<file path="src/rtl/z80_bus_pkg.sv">
// Shared types and constants for the Z80 bus bridge.
// The FSM states, the sampled pin bundle and the default interrupt vector live here.
package z80_bus_pkg;

  typedef enum logic [2:0] {
    IDLE = 3'd0,
    MEM  = 3'd1,
    IO   = 3'd2,
    INTA = 3'd3,
    HOLD = 3'd4
  } busState_t;

  typedef struct packed {
    logic        nM1;
    logic        nMreq;
    logic        nIorq;
    logic        nRd;
    logic        nWr;
    logic        nRfsh;
    logic [15:0] addr;
    logic [7:0]  data;
  } z80Pins_t;

  localparam logic [7:0] DEFAULT_VECTOR = 8'hFF;
  localparam int         TIMER_WIDTH    = 8;

  // Strobes come out of reset inactive so the FSM sees no access at all.
  localparam z80Pins_t PINS_IDLE = '{
    nM1: 1'b1, nMreq: 1'b1, nIorq: 1'b1, nRd: 1'b1, nWr: 1'b1, nRfsh: 1'b1,
    addr: 16'h0000, data: 8'h00
  };

  function automatic logic isAccess(input z80Pins_t pins);
    return !pins.nRd || !pins.nWr;
  endfunction

endpackage

</file>
<file path="src/rtl/z80_pin_sync.sv">
// Single registered sampling stage for the Z80 control pins, address and data.
module z80_pin_sync
  import z80_bus_pkg::*;
(
  input  logic     clock,
  input  logic     reset,
  input  z80Pins_t pinsIn,
  output z80Pins_t pinsOut
);

  always_ff @(posedge clock) begin
    if (reset) begin
      pinsOut <= PINS_IDLE;
    end else begin
      pinsOut <= pinsIn;
    end
  end

endmodule

</file>
<file path="src/rtl/z80_bus_bridge.sv">
// Bridges the Z80 active-low bus onto request/acknowledge memory and I/O ports,
// issuing one request per Z80 access and stretching it with WAIT until acknowledged.
module z80_bus_bridge
  import z80_bus_pkg::*;
#(
  parameter logic [7:0] IM_VECTOR   = DEFAULT_VECTOR,
  parameter int         ACK_TIMEOUT = 255
) (
  input  logic        clock,
  input  logic        reset,
  input  logic        n_m1,
  input  logic        n_mreq,
  input  logic        n_iorq,
  input  logic        n_rd,
  input  logic        n_wr,
  input  logic        n_rfsh,
  input  logic [15:0] a,
  input  logic [7:0]  d_in,
  output logic [7:0]  d_out,
  output logic        d_oe,
  output logic        n_wait,
  output logic        mem_req,
  output logic        mem_we,
  output logic        io_req,
  output logic        io_we,
  output logic [15:0] bus_addr,
  output logic [7:0]  bus_wdata,
  input  logic        mem_ack,
  input  logic        io_ack,
  input  logic [7:0]  mem_rdata,
  input  logic [7:0]  io_rdata,
  output logic        timeout
);

  z80Pins_t rawPins;
  z80Pins_t syncPins;

  assign rawPins = '{
    nM1: n_m1, nMreq: n_mreq, nIorq: n_iorq, nRd: n_rd, nWr: n_wr, nRfsh: n_rfsh,
    addr: a, data: d_in
  };

  z80_pin_sync pinSync (
    .clock   (clock),
    .reset   (reset),
    .pinsIn  (rawPins),
    .pinsOut (syncPins)
  );

  busState_t              stateReg, stateNext;
  logic [TIMER_WIDTH-1:0] cntReg, cntNext;
  logic [7:0]             dOutNext, busWdataNext;
  logic [15:0]            busAddrNext;
  logic                   dOeNext, nWaitNext, memReqNext, memWeNext;
  logic                   ioReqNext, ioWeNext, timeoutNext;

  logic ackHit, timeoutHit, isWrite;
  logic [7:0] ackData;

  // Only the ack matching the current access type counts; anything else is ignored.
  assign ackHit     = (stateReg == MEM && mem_ack) || (stateReg == IO && io_ack);
  assign ackData    = (stateReg == IO) ? io_rdata : mem_rdata;
  assign isWrite    = (stateReg == IO) ? io_we : mem_we;
  assign timeoutHit = (ACK_TIMEOUT != 0) && (cntReg == TIMER_WIDTH'(ACK_TIMEOUT - 1));

  always_ff @(posedge clock) begin
    if (reset) begin
      stateReg <= IDLE;
    end else begin
      stateReg <= stateNext;
    end
  end

  always_comb begin
    stateNext = stateReg;
    case (stateReg)
      IDLE: begin
        if (!syncPins.nIorq && !syncPins.nM1) begin
          stateNext = INTA;
        end else if (!syncPins.nMreq && syncPins.nRfsh && isAccess(syncPins)) begin
          stateNext = MEM;
        end else if (!syncPins.nIorq && syncPins.nM1 && isAccess(syncPins)) begin
          stateNext = IO;
        end
      end
      MEM, IO: begin
        if (ackHit || timeoutHit) begin
          stateNext = HOLD;
        end
      end
      INTA: stateNext = HOLD;
      HOLD: begin
        if (syncPins.nRd && syncPins.nWr && syncPins.nIorq) begin
          stateNext = IDLE;
        end
      end
      default: stateNext = IDLE;
    endcase
  end

  always_comb begin
    dOutNext     = d_out;
    dOeNext      = d_oe;
    nWaitNext    = n_wait;
    memReqNext   = mem_req;
    memWeNext    = mem_we;
    ioReqNext    = io_req;
    ioWeNext     = io_we;
    busAddrNext  = bus_addr;
    busWdataNext = bus_wdata;
    timeoutNext  = 1'b0;
    cntNext      = cntReg + TIMER_WIDTH'(1);
    case (stateReg)
      IDLE: begin
        cntNext = '0;
        if (stateNext == MEM || stateNext == IO) begin
          // Both strobes low is illegal; it decodes as a write.
          memReqNext   = (stateNext == MEM);
          memWeNext    = (stateNext == MEM) && !syncPins.nWr;
          ioReqNext    = (stateNext == IO);
          ioWeNext     = (stateNext == IO) && !syncPins.nWr;
          nWaitNext    = 1'b0;
          busAddrNext  = syncPins.addr;
          busWdataNext = syncPins.data;
        end else if (stateNext == INTA) begin
          dOutNext = IM_VECTOR;
          dOeNext  = 1'b1;
        end
      end
      MEM, IO: begin
        if (ackHit || timeoutHit) begin
          memReqNext  = 1'b0;
          memWeNext   = 1'b0;
          ioReqNext   = 1'b0;
          ioWeNext    = 1'b0;
          nWaitNext   = 1'b1;
          timeoutNext = !ackHit;
          if (!isWrite) begin
            dOutNext = ackHit ? ackData : 8'hFF;
            dOeNext  = 1'b1;
          end
        end
      end
      HOLD: begin
        if (stateNext == IDLE) begin
          dOeNext = 1'b0;
        end
      end
      default: ;
    endcase
  end

  always_ff @(posedge clock) begin
    if (reset) begin
      cntReg    <= '0;
      d_out     <= 8'h00;
      d_oe      <= 1'b0;
      n_wait    <= 1'b1;
      mem_req   <= 1'b0;
      mem_we    <= 1'b0;
      io_req    <= 1'b0;
      io_we     <= 1'b0;
      bus_addr  <= 16'h0000;
      bus_wdata <= 8'h00;
      timeout   <= 1'b0;
    end else begin
      cntReg    <= cntNext;
      d_out     <= dOutNext;
      d_oe      <= dOeNext;
      n_wait    <= nWaitNext;
      mem_req   <= memReqNext;
      mem_we    <= memWeNext;
      io_req    <= ioReqNext;
      io_we     <= ioWeNext;
      bus_addr  <= busAddrNext;
      bus_wdata <= busWdataNext;
      timeout   <= timeoutNext;
    end
  end

endmodule
</file>
<file path="config.mk">
export PLATFORM = sky130hd
export DESIGN_NAME = z80_bus_bridge
export DESIGN_NICKNAME = d
export VERILOG_FILES = /design/src/rtl/z80_bus_pkg.sv /design/src/rtl/z80_pin_sync.sv /design/src/rtl/z80_bus_bridge.sv
export SDC_FILE = /design/constraint.sdc
export NUM_CORES = 1
export LEC_CHECK = 0
export BUFFER_PORTS_ARGS = -buffer_cell sky130_fd_sc_hd__clkbuf_2
export CAP_MARGIN = 20
export CELL_PAD_IN_SITES_DETAIL_PLACEMENT = 0
export CELL_PAD_IN_SITES_GLOBAL_PLACEMENT = 1
export CORE_UTILIZATION = 42
export DETAILED_ROUTE_END_ITERATION = 10
export PLACE_DENSITY = 0.87
export REMOVE_ABC_BUFFERS = 1
export SLEW_MARGIN = 20
export SYNTH_ARGS = -nofsm -noshare
export SYNTH_HDL_FRONTEND = slang
export SYNTH_SLANG_ARGS = --single-unit
export TNS_END_PERCENT = 5
</file>
<file path="constraint.sdc">
create_clock -name clock -period 5.41 [get_ports clock]
set_input_delay 1.082 -clock clock [delete_from_list [all_inputs] [get_ports clock]]
set_output_delay 1.082 -clock clock [all_outputs]
set_load 0.02 [all_outputs]
</file>
### Word level (Yosys, flattened, before mapping)

Index checks and enable logic that the tools add are counted.

* input port bits: 50
* flip-flop bits (word level): 80

* eq/ne operators: 14
* multiplexer cells: 32
* bitwise operators: 2
* reductions and logical operators: 32
* $add $sub $neg: 1

Operator list (number)
* 2-to-1 mux 8 bit: 6
* one-hot mux 8 bit (2 select lines): 1
* 2-to-1 mux 3 bit: 5
* 2-to-1 mux 1 bit: 13
* == test 3 x 2 -> 1 bit, second input constant: 4
* != test 2 bit, second input constant: 6
* one-hot mux 3 bit (4 select lines): 1
* logical AND 1 bit: 11
* one-hot mux 1 bit (2 select lines): 5
* adder 8 x 1 -> 8 bit, second input constant: 1
* == test 8 bit, second input constant: 1
* == test 3 x 1 -> 1 bit, second input constant: 2
* logical NOT 1 bit: 6
* logical NOT 3 bit: 2
* AND reduction 6 bit: 1
* AND reduction 5 bit: 1
* logical OR 1 bit: 4
* OR reduction 2 bit: 2
* == test 3 bit, second input constant: 1
* one-hot mux 1 bit (3 select lines): 1
* AND reduction 3 bit: 1
* nonzero test 3 bit: 1
* OR reduction 3 bit: 1
* inverter 1 bit: 2
* other kinds (2): 2

### Depth between registers and ports, before layout

* word-level depth: 11
* mapped depth: 9

### Cells and area by module

From an unflattened synthesis, not the netlist that was laid out.

* cell total of the unflattened synthesis: 320
* area, all modules: 3019.1 um^2

Modules (own cells, without submodules)
* z80_bus_bridge: times used 1, area an instance 2209.6 um^2, cells each 257
* z80_pin_sync: times used 1, area an instance 809.5 um^2, cells each 63

### Worst setup path before layout

OpenSTA, ideal clock, no wires.

* kind: in2reg
* start point: input mem_ack
* end point: register bus_addr[0]
* buffers on the path: 1
* arrival time: 2.495 ns
* stages on the path: 6
* path slack: 2.843 ns
* path through: nor4b_1 -> a2bb2oi_4 -> nand2b_4 -> a21oi_4 -> buf_12 -> mux2i_1

* cells in the longest elaborated chain, start to end: 8
* elaborated cells on any way between the ends: 9

Ends and longest elaborated chain
* start: declaration: RTL line z80_bus_bridge.sv:28 `input logic mem_ack,`
* logical AND 1 bit (*): RTL line z80_bus_bridge.sv:61 `assign ackHit = (stateReg == MEM && mem_ack) || (stateReg == IO && io_ack);`
* logical OR 1 bit (*): RTL line z80_bus_bridge.sv:61
* logical OR 1 bit (*): RTL line z80_bus_bridge.sv:87 `if (ackHit || timeoutHit) begin`
* 2-to-1 mux 3 bit (*): RTL line z80_bus_bridge.sv:87
* one-hot mux 3 bit (4 select lines) (*): RTL line z80_bus_bridge.sv:76 `case (stateReg)`
* == test 3 x 1 -> 1 bit / == test 3 x 2 -> 1 bit (equally long branches): RTL line z80_bus_bridge.sv:116 `if (stateNext == MEM || stateNext == IO) begin`
* logical OR 1 bit (*): RTL line z80_bus_bridge.sv:116
* AND reduction 2 bit (no line) (*)
* end signal: assignment: RTL line z80_bus_bridge.sv:175 `bus_addr <= busAddrNext;`
* end: declaration: RTL line z80_bus_bridge.sv:26 `output logic [15:0] bus_addr,`

Every way passes the cells marked *; elsewhere a longest branch is shown, timed or not.
A chain may end at the register's enable or synchronous reset.

### Final worst setup path

* start point: register stateReg[1]
* end point: register bus_addr[1]

* cells in the longest elaborated chain, start to end: 9
* elaborated cells on any way between the ends: 20

Ends and longest elaborated chain
* start: declaration: RTL line z80_bus_bridge.sv:50 `busState_t stateReg, stateNext;`
* start signal: assignment: RTL line z80_bus_bridge.sv:70 `stateReg <= stateNext;`
* == test 3 x 1 -> 1 bit / == test 3 x 2 -> 1 bit (equally long branches): RTL line z80_bus_bridge.sv:61, z80_bus_bridge.sv:76
* logical AND 1 bit: RTL line z80_bus_bridge.sv:61
* logical OR 1 bit: RTL line z80_bus_bridge.sv:61
* logical OR 1 bit: RTL line z80_bus_bridge.sv:87
* 2-to-1 mux 3 bit: RTL line z80_bus_bridge.sv:87
* one-hot mux 3 bit (4 select lines): RTL line z80_bus_bridge.sv:76
* == test 3 x 1 -> 1 bit / == test 3 x 2 -> 1 bit (equally long branches): RTL line z80_bus_bridge.sv:116
* logical OR 1 bit: RTL line z80_bus_bridge.sv:116
* AND reduction 2 bit (no line) (*)

Marked as above.

==> out/metrics.yaml <==
status: "finished clean"
wl_mm: 6.15
io_pins: 89
max-cap-violations: 0
cts_tree: "built"
viasPerCell: 4.77
vdd.ir_drop.worst_mv: 0.173
critical-path-slowest-cell: "a21oi_4"
final_cell_mix: "clkbuf_2, dfxtp_1, nand2b_1"
yosysWarnings: 0
setup-violations-final: 0
clock-sinks: 80
synth_edf_count: 0
slowest_delay_ns: 0.81
power_leakage_nw: 1.62
dr_total_vias: 2426
routedWlPerCell_um: 12.1
fin_util: 0.540
crit_arrival_ns: 3.17
antenna_found_initial: 0
ys_ff_latch: 80
path_max_fanout: 25
powerDensity_mw_per_mm2: 332
grt_pass1_wl_mm: 10.4
antenna_cells: 0
die_width_um: 90.2
r2r_slack_ns: 2.51
yosysUniqueCellTypes: 45
critPathCaptureType: "flip-flop"
die_area_mm2: 0.00814
hold_viol: 0
dr.pass1.iters: 4
clk_latency_ns: 0.35
synthArstFlopShare: 0
hold_path_class: "reg2reg"
overflow: 0
skew_ns: 0.00846
hpwl_mm: 4.18
final_common_cell: "clkbuf_2"
fin_crit_sh: 0.536
tns_ns: 0
dr_wl_met2_mm: 2.71
cts_buffers: 9
drt-met1-wl_mm: 3.01
postCtsHoldBufs: 0
slew_viol_final: 0
row_count: 31
path_class: "reg2reg"
max_slew_margin: 0.308
yosys_most_used_dff: "dfxtp_1"
required_ns: 5.68
grt_max_degree: 99
drive_gt1_frac: 0.290
grt.total_usage: 0.159
clkSlewWorstSetupHoldPaths_ns: 0.08
path_cells: "nor3b_4 -> and2b_1 -> a32oi_4 -> nand2b_4 -> a21oi_4 -> mux2i_1"
worstMarginPinSlew_ns: 1.04
final_nets: 457
synth_cells: 323
fin_crit_ns: 2.90
coreArea_mm2: 0.00737
postRouteAntennaNets: 0
cts_max_level: 3
ctsResizeCount: 0
cts_setup_buffers: 0
syn_area_per_cell_um2: 10.1
layout-area-overhead-vs-synth_pct: 21.7
drt-initial-drc-count: 79
ys_seq_area_frac: 0.490
cp.buffers_inverters: 0
cp-start-kind: "flip-flop"
initial_core_util: 0.443
max_clock_freq_ghz: 0.345
die_y_um: 90.2
drc: 0
cp_top_family: "simple AND/OR/NAND/NOR gates"
grt_setup_unrepaired: "false"
synth.cell_area_mm2: 0.00327
place.gp.congestion: 0.848
grt_pass1_vias: 2252
cts_root_buffer: "clkbuf_8"
numPortBuffers: 88
clockBufferDepth: 2
wl_met3_um: 339
top_layer: "met4"
-- registers in the layout (all words and copies together), names as in the netlist, 3 cells and up --
signal           cells
bus_addr            16
bus_wdata            8
d_out                8
pinSync.pinsOut     30
cntReg               8
stateReg             3
-- power breakdown --
group	switching (mW)	internal, mW
combinational	0.0793	0.0698
clock	0.209	0.331
sequential	0.0146	0.616
-- worst register-to-register path: cells and delay by family (launching register included) --
kind,cells,cell delay (ns)
and+or+nand+nor,3,1.11
muxes,1,0.31
AOI/OAI and AO/OA,2,0.91
DFF,1,0.50
-- cell type report --
cell class / instances / area (um^2)
fill: 707 / 3390
sequential: 80 / 1600
multi-input combinational: 223 / 1540
timing repair buffer: 89 / 448
clock buffer: 11 / 151
tap: 99 / 124
clock inverter: 5 / 103
inverter: 2 / 7.51
-- cells by family (layout without fill, tap and decap cells) --
logic type                 count (synthesis)  after routing  synth area share
and+or+nand+nor                          146            146             0.270
DFF                                       80             80             0.490
xor gates and xnor gates                   4              4            0.0107
muxes                                     24             24            0.0735
adders and majority gates                  2              2           0.00766
AOI/OAI and AO/OA                         47             47             0.111
buffers and inverters                     20            107            0.0379
-- worst paths after layout --
kind                                  start                  endpoint  cells after the start
min reg2reg  pinSync.pinsOut[16]$_SDFF_PP0_  bus_addr[8]$_SDFFE_PP0P_                      2
max                  stateReg[1]$_SDFF_PP0_  bus_addr[1]$_SDFFE_PP0P_                      6
max reg2reg          stateReg[1]$_SDFF_PP0_  bus_addr[1]$_SDFFE_PP0P_                      6
min          pinSync.pinsOut[16]$_SDFF_PP0_  bus_addr[8]$_SDFFE_PP0P_                      2
-- cells in the mapped netlist (all sizes together) (2+ instances only) --
cell type  count  area share
o21ai          8       0.013
or3            4      0.0077
and2b          2      0.0046
nor3b          2      0.0080
o21a           2      0.0046
and2           3      0.0057
ha             2      0.0077
clkbuf        13       0.015
inv            2      0.0023
or2            8       0.015
mux2i         24       0.074
xor2           3      0.0080
a211oi         2      0.0046
nor2b         36       0.069
dfxtp         80        0.49
a21oi         16       0.028
a22o           2      0.0054
nor2          15       0.017
nor3           7       0.011
nand3          6      0.0092
nand4          2      0.0038
a2111oi        7       0.019
buf            5       0.021
nand2          5      0.0057
nand2b        54        0.11
o311ai         2      0.0054
-- layer usage --
metal | global-route usage | vias to the layer above
met2 | 0.249 | 74
li1 | - | 1256
met5 | 0 | -
met4 | 0.0605 | 0
met1 | 0.205 | 1088
met3 | 0.0465 | 8
-- stage by stage --
stage,total power [mW],worst slack [ns],instances,instance area (um^2),hold slack [ns]
2_1_floorplan,0.740,2.59,305,3150,0.430
3_3_place_gp,0.792,2.24,493,3720,0.439
3_5_place_dp,0.795,2.14,493,3720,0.450
4_1_cts,1.34,2.48,509,3980,0.458
5_1_grt,1.38,2.25,509,3980,0.474
6_report,1.32,2.51,509,3980,0.451
No activity file was read; power rests on OpenSTA's default activity.
